`src/rtl/data_stack.sv`:
```
// Forth parameter stack: T in a register, the rest in a small array below it.
// One operation per clock; illegal ops are suppressed and raise sticky ovf/unf.
module data_stack #(
  parameter int WIDTH = 16,
  parameter int DEPTH = 16
) (
  input  logic                       clk,
  input  logic                       reset_n,
  input  logic [2:0]                 op,
  input  logic [WIDTH-1:0]           din,
  input  logic [WIDTH-1:0]           alu_res,
  input  logic                       alu_c,
  input  logic                       alu_z,
  input  logic                       clr_err,
  output logic [WIDTH-1:0]           tos,
  output logic [WIDTH-1:0]           nos,
  output logic [$clog2(DEPTH+1)-1:0] depth,
  output logic                       empty,
  output logic                       full,
  output logic                       ovf,
  output logic                       unf,
  output logic                       flag_c,
  output logic                       flag_z
);

  localparam int DW = $clog2(DEPTH+1);
  localparam int AW = $clog2(DEPTH-1);

  typedef enum logic [2:0] {
    OP_NOP    = 3'b000,
    OP_PUSH   = 3'b001,
    OP_DROP   = 3'b010,
    OP_UNARY  = 3'b011,
    OP_BINARY = 3'b100,
    OP_DUP    = 3'b101,
    OP_SWAP   = 3'b110,
    OP_OVER   = 3'b111
  } op_t;

  logic [WIDTH-1:0] mem [DEPTH-1];

  op_t              op_e;
  logic [AW-1:0]    idx_top;
  logic [AW-1:0]    idx_nos;
  logic             two_plus;
  logic [WIDTH-1:0] t_next;
  logic [DW-1:0]    d_next;
  logic             mem_we;
  logic [AW-1:0]    mem_addr;
  logic             flag_we;
  logic             err_ovf;
  logic             err_unf;

  assign op_e     = op_t'(op);
  assign idx_top  = AW'(depth - DW'(1));
  assign idx_nos  = AW'(depth - DW'(2));
  assign two_plus = (depth >= DW'(2));
  assign empty    = (depth == '0);
  assign full     = (depth == DW'(DEPTH));
  assign nos      = two_plus ? mem[idx_nos] : '0;

  // Every op writes at most one array slot, and the value written is always the old T.
  always_comb begin
    t_next   = tos;
    d_next   = depth;
    mem_we   = 1'b0;
    mem_addr = idx_top;
    flag_we  = 1'b0;
    err_ovf  = 1'b0;
    err_unf  = 1'b0;
    case (op_e)
      OP_PUSH: begin
        if (full) err_ovf = 1'b1;
        else begin
          mem_we = !empty;
          t_next = din;
          d_next = depth + DW'(1);
        end
      end
      OP_DROP: begin
        if (empty) err_unf = 1'b1;
        else begin
          t_next = nos;
          d_next = depth - DW'(1);
        end
      end
      OP_UNARY: begin
        if (empty) err_unf = 1'b1;
        else begin
          t_next  = alu_res;
          flag_we = 1'b1;
        end
      end
      OP_BINARY: begin
        if (!two_plus) err_unf = 1'b1;
        else begin
          t_next  = alu_res;
          flag_we = 1'b1;
          d_next  = depth - DW'(1);
        end
      end
      OP_DUP: begin
        if (empty) err_unf = 1'b1;
        else if (full) err_ovf = 1'b1;
        else begin
          mem_we = 1'b1;
          d_next = depth + DW'(1);
        end
      end
      OP_SWAP: begin
        if (!two_plus) err_unf = 1'b1;
        else begin
          mem_we   = 1'b1;
          mem_addr = idx_nos;
          t_next   = nos;
        end
      end
      OP_OVER: begin
        if (!two_plus) err_unf = 1'b1;
        else if (full) err_ovf = 1'b1;
        else begin
          mem_we = 1'b1;
          t_next = nos;
          d_next = depth + DW'(1);
        end
      end
      default: ;
    endcase
  end

  // A fresh error beats clr_err; clr_err alone drops both sticky bits.
  always_ff @(posedge clk or negedge reset_n) begin
    if (!reset_n) begin
      tos    <= '0;
      depth  <= '0;
      ovf    <= 1'b0;
      unf    <= 1'b0;
      flag_c <= 1'b0;
      flag_z <= 1'b0;
    end else begin
      tos   <= t_next;
      depth <= d_next;
      if (flag_we) begin
        flag_c <= alu_c;
        flag_z <= alu_z;
      end
      if (clr_err) begin
        ovf <= err_ovf;
        unf <= err_unf;
      end else begin
        ovf <= ovf | err_ovf;
        unf <= unf | err_unf;
      end
    end
  end

  always_ff @(posedge clk) begin
    if (mem_we) mem[mem_addr] <= tos;
  end

endmodule
```
`config.mk`:
```
export PLATFORM = sky130hd
export DESIGN_NAME = data_stack
export DESIGN_NICKNAME = d
export VERILOG_FILES = /design/src/rtl/data_stack.sv
export SDC_FILE = /design/constraint.sdc
export NUM_CORES = 1
export LEC_CHECK = 0
export BUFFER_PORTS_ARGS = -buffer_cell sky130_fd_sc_hd__buf_2
export CORE_AREA = 2 2 154 156
export CTS_BUF_LIST = sky130_fd_sc_hd__clkbuf_8
export CTS_CLUSTER_DIAMETER = 80
export DETAILED_ROUTE_END_ITERATION = 12
export DIE_AREA = 0 0 156 158
export PLACE_DENSITY = 0.82
export REMOVE_ABC_BUFFERS = 1
export SLEW_MARGIN = 20
export SYNTH_ARGS = -nofsm -noshare
export SYNTH_HDL_FRONTEND = slang
export SYNTH_SLANG_ARGS = --single-unit
```
`constraint.sdc`:
```
create_clock -name clk -period 4 [get_ports clk]
set_clock_uncertainty 0.1 [all_clocks]
set_input_delay 0.4 -clock clk [delete_from_list [all_inputs] [get_ports clk]]
set_output_delay 0.4 -clock clk [all_outputs]
set_load 0.05 [all_outputs]
```
==> results of run 1 <==
-- registers in the layout (all words and copies together), names as in the netlist --
name	count
ovf	1
flag_c	1
mem	240
unf	1
depth	5
flag_z	1
tos	16
-- cells in the mapped netlist, drive strengths merged, types with 15 or more instances --
cell,number,area (µm²)
a21oi,21,105
a22oi,33,253
buf,16,119
clkbuf,31,116
dfrtp,25,626
edfxtp,240,7210
mux2i,33,330
mux4,48,1080
nor2,56,210
nor3,21,105
o21ai,15,86.3
o22ai,19,119
-- stage by stage --
| step | setup WS (ns) | std cells | util |
|---|---|---|---|
| 2_1_floorplan | -1.96 | 635 | - |
| 3_3_place_gp | 0.781 | 1036 | 0.526 |
| 3_5_place_dp | 0.618 | 1036 | 0.526 |
| 4_1_cts | 0.148 | 1117 | 0.570 |
| 5_1_grt | 0.0659 | 1117 | 0.571 |
| 6_report | 0.164 | 1117 | 0.571 |
-- metal layers --
layer | vias up | part of all wire | global-route usage
met5 | - | 0 | 0
met4 | 0 | 0.025 | 0.0834
met3 | 53 | 0.099 | 0.0545
met2 | 425 | 0.49 | 0.378
met1 | 3586 | 0.39 | 0.319
li1 | 2995 | - | -
-- cell type report --
| cell class | count | area [µm²] | area share |
|---|---|---|---|
| clock inverters | 27 | 283 | 0.0215 |
| well taps | 290 | 363 | 0.0276 |
| repair buffers | 115 | 681 | 0.0518 |
| multi-input cells | 361 | 3270 | 0.248 |
| inverters | 9 | 33.8 | 0.00257 |
| clock buffers | 50 | 688 | 0.0523 |
| flip-flops and latches | 265 | 7840 | 0.596 |
-- worst min-delay path, delay by kind of cell --
| family | cells | cell delay [ns] |
|---|---|---|
| muxes | 1 | 0.09 |
| buffers and inverters | 1 | 0.09 |
| AOI/OAI and AO/OA | 3 | 0.25 |
-- placed cells by master (no fill, tap or decap), types with 2 or more instances in the layout --
master	instances
sky130_fd_sc_hd__a211o_1	9
sky130_fd_sc_hd__a211oi_1	9
sky130_fd_sc_hd__a21boi_0	2
sky130_fd_sc_hd__a21o_1	2
sky130_fd_sc_hd__a21oi_1	21
sky130_fd_sc_hd__a221oi_1	14
sky130_fd_sc_hd__a22oi_1	32
sky130_fd_sc_hd__and3_1	3
sky130_fd_sc_hd__buf_2	82
sky130_fd_sc_hd__buf_4	28
sky130_fd_sc_hd__bufinv_16	6
sky130_fd_sc_hd__clkbuf_8	50
sky130_fd_sc_hd__clkinv_1	3
sky130_fd_sc_hd__clkinv_2	8
sky130_fd_sc_hd__dfrtp_1	23
sky130_fd_sc_hd__dlygate4sd3_1	4
sky130_fd_sc_hd__edfxtp_1	240
sky130_fd_sc_hd__ha_1	7
sky130_fd_sc_hd__inv_1	16
sky130_fd_sc_hd__inv_6	2
sky130_fd_sc_hd__mux2_2	4
sky130_fd_sc_hd__mux2i_1	33
sky130_fd_sc_hd__mux4_2	48
sky130_fd_sc_hd__nand2_1	13
sky130_fd_sc_hd__nand2b_1	2
sky130_fd_sc_hd__nand3_1	4
sky130_fd_sc_hd__nor2_1	41
sky130_fd_sc_hd__nor2_2	14
sky130_fd_sc_hd__nor2b_1	6
sky130_fd_sc_hd__nor3_1	20
sky130_fd_sc_hd__o211ai_1	8
sky130_fd_sc_hd__o21ai_0	9
sky130_fd_sc_hd__o21ai_1	3
sky130_fd_sc_hd__o21ai_2	3
sky130_fd_sc_hd__o22ai_1	19
sky130_fd_sc_hd__o31a_1	2
sky130_fd_sc_hd__o31ai_1	8
sky130_fd_sc_hd__xnor2_1	6
-- timing repair --
action                                  4_1_cts  5_1_grt
hold buffers                                  4        0
setup buffers                                 0        0
hold endpoints to repair                     28        0
endpoints found under the setup margin        0        4
gates resized for setup                       0        1
-- cells by family after synthesis --
kind of cell             synth area share
buffers and inverters              0.0238
multiplexers                        0.129
AND/OR/NAND/NOR                    0.0454
AO/OA/AOI/OAI                      0.0947
XOR/XNOR                          0.00620
adder cells (fa/ha/maj)           0.00775
flip-flops                          0.693
-- worst max-delay path by stage --
stage                                     from               endpoint  slack, ns
after floorplan           depth[0]$_DFFE_PN0P_    mem[5][0]$_DFFE_PP_      -1.96
after global placement    depth[2]$_DFFE_PN0P_   mem[2][10]$_DFFE_PP_       0.78
after detailed placement  depth[2]$_DFFE_PN0P_  mem[10][12]$_DFFE_PP_       0.62
after CTS                 depth[2]$_DFFE_PN0P_                nos[11]       0.15
after global routing      depth[2]$_DFFE_PN0P_                nos[11]       0.07
final                     depth[2]$_DFFE_PN0P_                nos[11]       0.16
==> flow_metrics.py, run 1 <==
metrics = {
    "layout": {
        "design.final.nets": 841,
        "antenna_cells": 0,
        "area_growth_syn_to_layout_pct": 16.4,
        "post_route_cells_drive_above_1_share": 0.311,
        "num-fill-cells": 1653,
        "stdcell_area_mm2": 0.0132,
    },
    "die": {
        "io-pin-count": 83,
        "fp.dieArea_mm2": 0.0246,
        "die-width_um": 156,
        "die_y_extent_um": 158,
        "placeableCoreArea_mm2": 0.0231,
        "floorplan.initialDensity": 0.490,
        "fp-row-count": 56,
    },
    "cts": {
        "clockRootBuffer": "sky130_fd_sc_hd__clkbuf_8",
        "buffer_depth_of_the_longest_clock_path": 3,
        "tritoncts.num_buffers": 42,
        "tritoncts": "built",
        "clk_latency_ns": 0.56,
        "cts.clk_slew.worst_paths_ns": 0.07,
        "tritoncts_num_sinks": 265,
        "ctsHtreeMaxLevel": 2,
    },
    "setup_path": {
        "timing_worst_setup_path_type": "reg2out",
        "crit_buf_inv": 3,
        "regToRegStartpoint": "depth[2]$_DFFE_PN0P_",
        "worst_r2r_path_depth": 8,
        "worstPathMaxFanout": 21,
        "worst-path-stages": 9,
        "cp.required_ns": 3.50,
        "worst_setup_path_start_kind": "flop",
        "cp_top_family": "compound AO/OA/AOI/OAI gates",
        "path_cells": "inv_1 > ha_1 > xnor2_4 > buf_4 > a211oi_1 > a21oi_1 > a211o_1 > nor2_1 > buf_2",
        "critPathMaxStageDelay_ns": 0.59,
        "worst_ep_arrival_time_ns": 3.34,
        "worst_r2r_endpoint": "mem[2][7]$_DFFE_PP_",
        "timing.critical_path.slowest_stage_cell": "sky130_fd_sc_hd__dfrtp_1",
        "timing.reg2reg.setup_slack_ns": 0.47,
        "critPathCaptureType": "output port",
    },
    "hold_path": {
        "hold-path-endpoint": "tos[15]$_DFFE_PN0P_",
        "worst_hold_path.num_cells": 5,
        "timing.hold.worst.start": "alu_res[15]",
        "hold_wc_path_type": "in2reg",
    },
    "yosys": {
        "ys.warnings.count": 0,
        "synth_cell_type_count": 51,
        "post_synth_instance_area_mm2": 0.0113,
        "synth_enable_flop_cells": 240,
        "synth-async-reset-ratio": 0.0943,
        "postSynthCellCount": 682,
        "postSynthRegisterBits": 265,
        "synth-seq-area-share": 0.693,
        "synth_flop_cell": "sky130_fd_sc_hd__edfxtp_1",
        "synth.avg_cell_area_um2": 16.6,
    },
    "routing": {
        "routed-via-count": 7059,
        "route.antenna.remaining_nets": 0,
        "wl_um": 28500,
        "drtPass1Iterations": 5,
        "routed_via_density": 6.32,
        "avgRoutedWirePerCell_um": 25.5,
        "residual_drc_count": 0,
        "detailedRoute.firstIterationViolations": 798,
    },
    "sta": {
        "rsz0062_at_grt": "no",
        "min_period_over_period": 0.959,
        "finalHoldViolations": 0,
        "setup_total_negative_slack_ns": 0,
        "hold_slack_ns": 0.207,
        "number_of_setup_violations_in_the_final_report": 0,
        "fin_max_slew_vios": 0,
        "min_period_ns": 3.84,
        "slew-limit-headroom": 0.246,
        "max_clock_freq_ghz": 0.261,
        "worstMarginPinSlew_ns": 1.13,
    },
    "grt": {
        "total_gr_overflow": 0,
        "grt_antenna_before_repair": 0,
        "groute.usage.overall": 0.235,
        "first_global_vias": 7004,
        "maximum_number_of_pins_on_one_net_before_global_route_repair": 40,
        "first_pass_grt_wire_length_um": 42500,
    },
    "flow_run": {
        "timing.max_cap.violations": 0,
    },
    "placement": {
        "detailed_place_hpwl_um": 17800,
        "placement.io_buffers": 82,
        "globalplace.congestion": 0.924,
        "placedInstanceArea_mm2": 0.0121,
    },
    "outcome": {
        "outcome": "finished, final reports clean",
    },
}
Power of run 1 is not shown: default switching activity piles up to over one toggle a cycle in this logic, so the estimate is an artifact.
==> run 2: changes to the inputs <==
==> constraint.sdc (replaced) <==
create_clock -name clk -period 4 [get_ports clk]
set_clock_uncertainty 0.1 [all_clocks]
set_input_delay 0.4 -clock clk [delete_from_list [all_inputs] [get_ports clk]]
set_output_delay 0.4 -clock clk [all_outputs]
set_load 0.01 [all_outputs]
==> run 2 against run 1 <==
  * Cell area decreased by 1.3%
  * Register-to-register slack gained 0.03 ns
  * Critical path depth decreased by 1
==> flow_metrics.py, run 2 (synthesis results as in run 1) <==
metrics = {
    "outcome": {
        "outcome": "finished, final reports clean",
    },
    "power_and_ir_drop": {
        "static-leakage-power_nw": 4.56,
        "p_total_mw": 10.8,
        "p_switching_mw": 4.10,
        "p_per_area_mw_per_mm2": 835,
        "internal_power_mw": 6.74,
        "fraction_of_power_spent_switching_nets": 0.378,
        "seq_power_share": 0.415,
        "vdd.ir_drop.worst_mv": 0.447,
        "pwr-share-comb": 0.397,
        "power.share.clock": 0.187,
    },
    "sta": {
        "rsz0062_at_grt": "no",
        "slew-limit-headroom": 0.475,
        "min_period_over_period": 0.897,
        "finalHoldViolations": 0,
        "worstMarginPinSlew_ns": 0.788,
        "hold_slack_ns": 0.0287,
        "max_clock_freq_ghz": 0.279,
        "min_period_ns": 3.59,
        "fin_max_slew_vios": 0,
        "timing.final.ws_setup_ns": 0.410,
        "number_of_setup_violations_in_the_final_report": 0,
    },
    "placement": {
        "placedCellCount": 1044,
        "dpl_worst_slack_ns": 0.598,
        "globalplace.congestion": 0.916,
        "detailed_place_hpwl_um": 17400,
        "placement.io_buffers": 82,
    },
    "die": {
        "io-pin-count": 83,
        "fp.dieArea_mm2": 0.0246,
        "fp-row-count": 56,
        "floorplan.initialDensity": 0.490,
        "die_y_extent_um": 158,
        "placeableCoreArea_mm2": 0.0231,
        "die-width_um": 156,
    },
    "layout": {
        "area_growth_syn_to_layout_pct": 14.9,
        "final_cell_mix": "240 x sky130_fd_sc_hd__edfxtp_1, 82 x sky130_fd_sc_hd__buf_2, 48 x sky130_fd_sc_hd__mux4_2",
        "post_route_cells_drive_above_1_share": 0.300,
        "top_register": "mem",
        "seqCellArea_mm2": 0.00784,
        "reg_top3": "mem: 240 flops, tos: 16 flops, depth: 5 flops",
        "largest_register_ffs": 240,
        "design.final.nets": 847,
        "num-fill-cells": 1704,
        "final_common_cell": "sky130_fd_sc_hd__edfxtp_1",
        "antenna_cells": 0,
        "finished_layout_cells": 1120,
        "multi_input_comb_area_mm2": 0.00325,
        "postLayoutCoreUtil": 0.563,
    },
    "setup_path": {
        "worst_r2r_endpoint": "mem[6][11]$_DFFE_PP_",
        "timing.reg2reg.setup_slack_ns": 0.50,
        "cp.required_ns": 3.50,
        "critPathCaptureType": "output port",
        "worstPathMaxFanout": 12,
        "worst_ep_arrival_time_ns": 3.09,
        "worst_setup_path_start_kind": "flop",
        "critPathMaxStageDelay_ns": 0.59,
        "worst_r2r_path_depth": 8,
        "timing.critical_path.slowest_stage_cell": "sky130_fd_sc_hd__dfrtp_1",
        "timing_worst_setup_path_type": "reg2out",
        "regToRegStartpoint": "depth[2]$_DFFE_PN0P_",
        "path_cells": "inv_1 > ha_1 > nand2b_1 > nand2_1 > nor3_1 > a211o_1 > nor2_1 > buf_2",
    },
    "cts": {
        "cts.clk_slew.worst_paths_ns": 0.07,
        "buffer_depth_of_the_longest_clock_path": 3,
        "tritoncts.num_buffers": 41,
        "ctsHtreeMaxLevel": 2,
        "clk_latency_ns": 0.55,
        "tritoncts": "built",
        "tritoncts_num_sinks": 265,
        "clockRootBuffer": "sky130_fd_sc_hd__clkbuf_8",
    },
    "grt": {
        "first_global_vias": 6716,
        "grt_antenna_before_repair": 0,
        "groute.usage.overall": 0.235,
        "first_pass_grt_wire_length_um": 41900,
        "total_gr_overflow": 0,
        "maximum_number_of_pins_on_one_net_before_global_route_repair": 52,
    },
    "hold_path": {
        "timing.hold.worst.start": "clr_err",
        "hold-path-endpoint": "ovf$_DFF_PN0_",
        "hold_wc_path_type": "in2reg",
        "worst_hold_path.num_cells": 2,
    },
    "routing": {
        "routed_via_density": 6.24,
        "wl_um": 28100,
        "routed-via-count": 6988,
        "route.antenna.remaining_nets": 0,
        "avgRoutedWirePerCell_um": 25.1,
        "drtPass1Iterations": 5,
        "residual_drc_count": 0,
        "detailedRoute.firstIterationViolations": 819,
    },
    "flow_run": {
        "timing.max_cap.violations": 0,
    },
}
==> run 2: changes by cell type in the layout (fill, tap and decap cells not counted), moves of 2 or more <==
cell                         before  now
sky130_fd_sc_hd__buf_12           1    4
sky130_fd_sc_hd__buf_4           28   33
sky130_fd_sc_hd__bufinv_16        6    1
sky130_fd_sc_hd__clkbuf_8        50   41
sky130_fd_sc_hd__clkinv_1         3   13
sky130_fd_sc_hd__clkinv_2         8    6
sky130_fd_sc_hd__clkinvlp_4       1    3
sky130_fd_sc_hd__inv_1           16   18
sky130_fd_sc_hd__inv_6            2    0
==> run 2: what timing repair did <==
item | 4_1_cts | 5_1_grt
resized for setup | 0 | 0
buffers inserted | 0 | 0
endpoints found under the hold margin | 27 | 0
hold buffers | 3 | 0
==> run 2: how the worst max path moves through the flow <==
stage / start / slack (ns) / endpoint
floorplan: depth[0]$_DFFE_PN0P_ / -1.65 / mem[5][0]$_DFFE_PP_
global placement: depth[2]$_DFFE_PN0P_ / 0.73 / mem[6][5]$_DFFE_PP_
detailed placement: depth[2]$_DFFE_PN0P_ / 0.60 / mem[6][5]$_DFFE_PP_
CTS: depth[2]$_DFFE_PN0P_ / 0.45 / nos[9]
global route: depth[2]$_DFFE_PN0P_ / 0.18 / nos[9]
finish: depth[2]$_DFFE_PN0P_ / 0.41 / nos[9]
==> run 2: cell type report <==
| cell class | count | area share |
|---|---|---|
| clock buffers | 41 | 0.0435 |
| inverters | 9 | 0.00260 |
| flip-flops and latches | 265 | 0.604 |
| multi-input cells | 361 | 0.250 |
| clock inverters | 32 | 0.0127 |
| well taps | 290 | 0.0280 |
| repair buffers | 122 | 0.0592 |
==> run 2: through the flow <==
step | setup TNS, ns | area, µm²
3_5_place_dp | 0 | 12200
5_1_grt | 0 | 13000
6_report | 0 | 13000
3_3_place_gp | 0 | 12200
4_1_cts | 0 | 13000
2_1_floorplan | -427.63 | 11100
==> run 2: power groups by stage <==
stage | sequential (mW) | clock, mW | combinational, mW
after floorplan | 4.61 | 0 | 2.52
after global placement | 4.51 | 0 | 4.25
after detailed placement | 4.56 | 0 | 4.30
after CTS | 4.50 | 2.06 | 4.32
after global routing | 4.58 | 2.17 | 4.66
final | 4.50 | 2.03 | 4.31
==> run 2: worst max-delay path, delay by kind of cell (launching register included) <==
| kind | cells | cell delay, ns |
|---|---|---|
| fa+ha+maj | 1 | 0.27 |
| simple gates | 4 | 1.24 |
| buf+inv | 2 | 0.25 |
| flops | 1 | 0.59 |
| compound gates | 1 | 0.20 |
==> run 2: routing by layer <==
layer / wire (µm) / up-vias / part of all wire / GRT usage
met1: 10900 / 3454 / 0.39 / 0.331
met2: 13200 / 450 / 0.47 / 0.360
li1: - / 3009 / - / -
met5: 0 / - / 0 / 0
met3: 3020 / 75 / 0.11 / 0.0528
met4: 984 / 0 / 0.035 / 0.0952
No activity file was read; power rests on OpenSTA's default activity.
==> run 3: changes to the inputs <==
--- a/config.mk
+++ b/config.mk
@@ -13,7 +13,6 @@
 export DIE_AREA = 0 0 156 158
 export PLACE_DENSITY = 0.82
 export REMOVE_ABC_BUFFERS = 1
-export SLEW_MARGIN = 20
 export SYNTH_ARGS = -nofsm -noshare
 export SYNTH_HDL_FRONTEND = slang
 export SYNTH_SLANG_ARGS = --single-unit
==> constraint.sdc (replaced) <==
create_clock -name clk -period 2.88 [get_ports clk]
set_clock_uncertainty 0.1 [all_clocks]
set_input_delay 0.288 -clock clk [delete_from_list [all_inputs] [get_ports clk]]
set_output_delay 0.288 -clock clk [all_outputs]
set_load 0.01 [all_outputs]
==> run 3 against run 2 <==
  * The run now ends with negative setup slack left
  * Die area did not move
  * Non-clock buffer count rose by 77
  * Worst hold slack gained 0.060 ns
  * Sequential share of layout area shrank 6.2 points
  * First-iteration DRC count grew 50%
  * Register-to-register slack got worse by 0.49 ns
  * Cell count grew 7.1%
  * Setup slack worse by 0.59 ns
  * Global-route usage grew 4.6 points
  * Sequential power up 40%
  * Routed wire length increased by 26%
  * Combinational power rose by 130%
  * Critical path type unchanged
  * Critical endpoint unchanged
  * Largest power group is now combinational logic
  * Highest routed layer unchanged
==> flow_metrics.py, run 3 (synthesis results as in run 1) <==
metrics = {
    "layout": {
        "largest_register_ffs": 240,
        "postLayoutCoreUtil": 0.628,
        "design.final.nets": 925,
        "reg_top3": "mem: 240 flops, tos: 16 flops, depth: 5 flops",
        "top_register": "mem",
        "post_route_cells_drive_above_1_share": 0.415,
        "stdcell_area_mm2": 0.0145,
        "num-fill-cells": 1478,
        "antenna_cells": 0,
        "area_growth_syn_to_layout_pct": 28.1,
        "final_cell_mix": "240 x sky130_fd_sc_hd__edfxtp_1, 82 x sky130_fd_sc_hd__buf_2, 76 x sky130_fd_sc_hd__buf_4",
        "final_common_cell": "sky130_fd_sc_hd__edfxtp_1",
    },
    "die": {
        "placeableCoreArea_mm2": 0.0231,
        "die_y_extent_um": 158,
        "io-pin-count": 83,
        "fp-row-count": 56,
        "floorplan.initialDensity": 0.490,
        "fp.dieArea_mm2": 0.0246,
        "die-width_um": 156,
    },
    "sta": {
        "rsz0062_at_grt": "yes",
        "max_clock_freq_ghz": 0.327,
        "finalHoldViolations": 0,
        "min_period_ns": 3.06,
        "fin_max_slew_vios": 0,
        "worstMarginPinSlew_ns": 0.804,
        "timing.final.ws_setup_ns": -0.181,
        "number_of_setup_violations_in_the_final_report": 16,
        "slew-limit-headroom": 0.464,
        "min_period_over_period": 1.06,
    },
    "grt": {
        "total_gr_overflow": 0,
        "first_pass_grt_wire_length_um": 49800,
        "maximum_number_of_pins_on_one_net_before_global_route_repair": 40,
        "grt_antenna_before_repair": 0,
        "groute.usage.overall": 0.281,
        "first_global_vias": 7823,
    },
    "placement": {
        "placedInstanceArea_mm2": 0.0125,
        "globalplace.congestion": 0.971,
        "dpl_worst_slack_ns": -0.125,
        "detailed_place_hpwl_um": 18600,
        "placement.io_buffers": 82,
    },
    "routing": {
        "route.met3.wl_um": 4790,
        "avgRoutedWirePerCell_um": 29.5,
        "detailedRoute.firstIterationViolations": 1225,
        "highest_metal_layer_with_signal_wires": "met4",
        "residual_drc_count": 0,
        "wl_um": 35400,
        "routed-via-count": 7979,
        "route.antenna.remaining_nets": 0,
        "routed_via_density": 6.65,
        "drtPass1Iterations": 5,
        "wl_met1_um": 12200,
        "wl_met2_um": 16900,
    },
    "setup_path": {
        "critPathCaptureType": "output port",
        "cp.required_ns": 2.49,
        "timing_worst_setup_path_type": "reg2out",
        "worst_ep_arrival_time_ns": 2.67,
        "worstPathMaxFanout": 8,
        "worst_setup_path_start_kind": "flop",
    },
    "hold_path": {
        "hold_wc_path_type": "in2reg",
    },
    "power_and_ir_drop": {
        "seq_power_share": 0.328,
        "internal_power_mw": 11.5,
        "fraction_of_power_spent_switching_nets": 0.399,
        "p_total_mw": 19.2,
        "p_switching_mw": 7.64,
        "pwr-share-comb": 0.518,
        "power.share.clock": 0.154,
        "p_per_area_mw_per_mm2": 1330,
        "vdd.ir_drop.worst_mv": 0.703,
        "static-leakage-power_nw": 5.24,
    },
    "cts": {
        "cts.clk_slew.worst_paths_ns": 0.06,
        "tritoncts_num_sinks": 265,
        "clockRootBuffer": "sky130_fd_sc_hd__clkbuf_8",
        "ctsHtreeMaxLevel": 2,
        "tritoncts": "built",
        "clk_latency_ns": 0.55,
        "tritoncts.num_buffers": 42,
        "buffer_depth_of_the_longest_clock_path": 3,
    },
    "flow_run": {
        "timing.max_cap.violations": 0,
    },
    "outcome": {
        "failed_checks": "negative setup slack",
        "outcome": "finished with violations",
    },
}
==> run 3: cell types whose count changed in the layout (fill, tap and decap cells not counted), sizes merged <==
cell,delta
dlygate4sd3,+1
clkinvlp,-2
clkbuf,+2
buf,+75
clkinv,-5
inv,+9
==> run 3: repair_timing <==
action	CTS	global route
pin swaps	30	21
hold buffers	4	0
hold endpoints to repair	28	0
gates resized for setup	76	39
setup endpoints to repair	96	208
cloned	12	2
buffers inserted	23	8
==> run 3: worst paths after layout <==
path | cells after the start | slack, ns | from | to
max | 9 | -0.18 | depth[0]$_DFFE_PN0P_ | nos[9]
min | 5 | 0.09 | alu_res[6] | tos[6]$_DFFE_PN0P_
max reg2reg | 9 | 0.01 | depth[0]$_DFFE_PN0P_ | mem[5][15]$_DFFE_PP_
min reg2reg | 1 | 0.41 | flag_c$_DFFE_PN0P_ | flag_c$_DFFE_PN0P_
max in group asynchronous | 2 | 1.81 | reset_n | depth[0]$_DFFE_PN0P_
min in group asynchronous | 2 | 0.25 | reset_n | tos[0]$_DFFE_PN0P_
==> run 3: power by group through the flow <==
| stage | Clock (mW) | Sequential, mW | Combinational (mW) |
|---|---|---|---|
| final | 2.95 | 6.29 | 9.93 |
| after global routing | 3.15 | 6.37 | 10.3 |
| after CTS | 2.92 | 6.23 | 8.95 |
| after detailed placement | 0 | 6.31 | 6.34 |
| after global placement | 0 | 6.23 | 6.21 |
| after floorplan | 0 | 6.40 | 3.49 |
==> run 3: cell type report <==
type,count,area [µm²],area share
Sequential cell,265,7840,0.542
Multi-Input combinational cell,361,3690,0.255
Timing Repair Buffer,199,1800,0.124
Clock buffer,42,578,0.0400
Tap cell,290,363,0.0251
Clock inverter,34,169,0.0117
Inverter,9,36.3,0.00251
==> run 3: stage by stage <==
stage,std cells,TNS (ns),hold WS [ns]
floorplan,635,-742.66,-0.108
global placement,1076,-0.0447,0.317
detailed placement,1076,-5.21,0.315
CTS,1191,-3.18,0.0860
global route,1200,-4.70,0.119
finish,1200,-1.51,0.0888
==> run 3: per-layer routing <==
layer	up-vias	GRT usage
li1	3183	-
met2	677	0.447
met5	-	0
met4	0	0.117
met1	3991	0.358
met3	128	0.0939
==> run 3: worst max-delay path, cell delays in order (launching register included) <==
cell and delay, ns:
sky130_fd_sc_hd__dfrtp_4 0.49, sky130_fd_sc_hd__buf_12 0.14, sky130_fd_sc_hd__buf_16 0.15, sky130_fd_sc_hd__buf_12 0.14
sky130_fd_sc_hd__buf_16 0.14, sky130_fd_sc_hd__mux4_2 0.43, sky130_fd_sc_hd__nor3_1 0.24, sky130_fd_sc_hd__a211o_1 0.20
sky130_fd_sc_hd__nor2_2 0.05, sky130_fd_sc_hd__buf_2 0.16
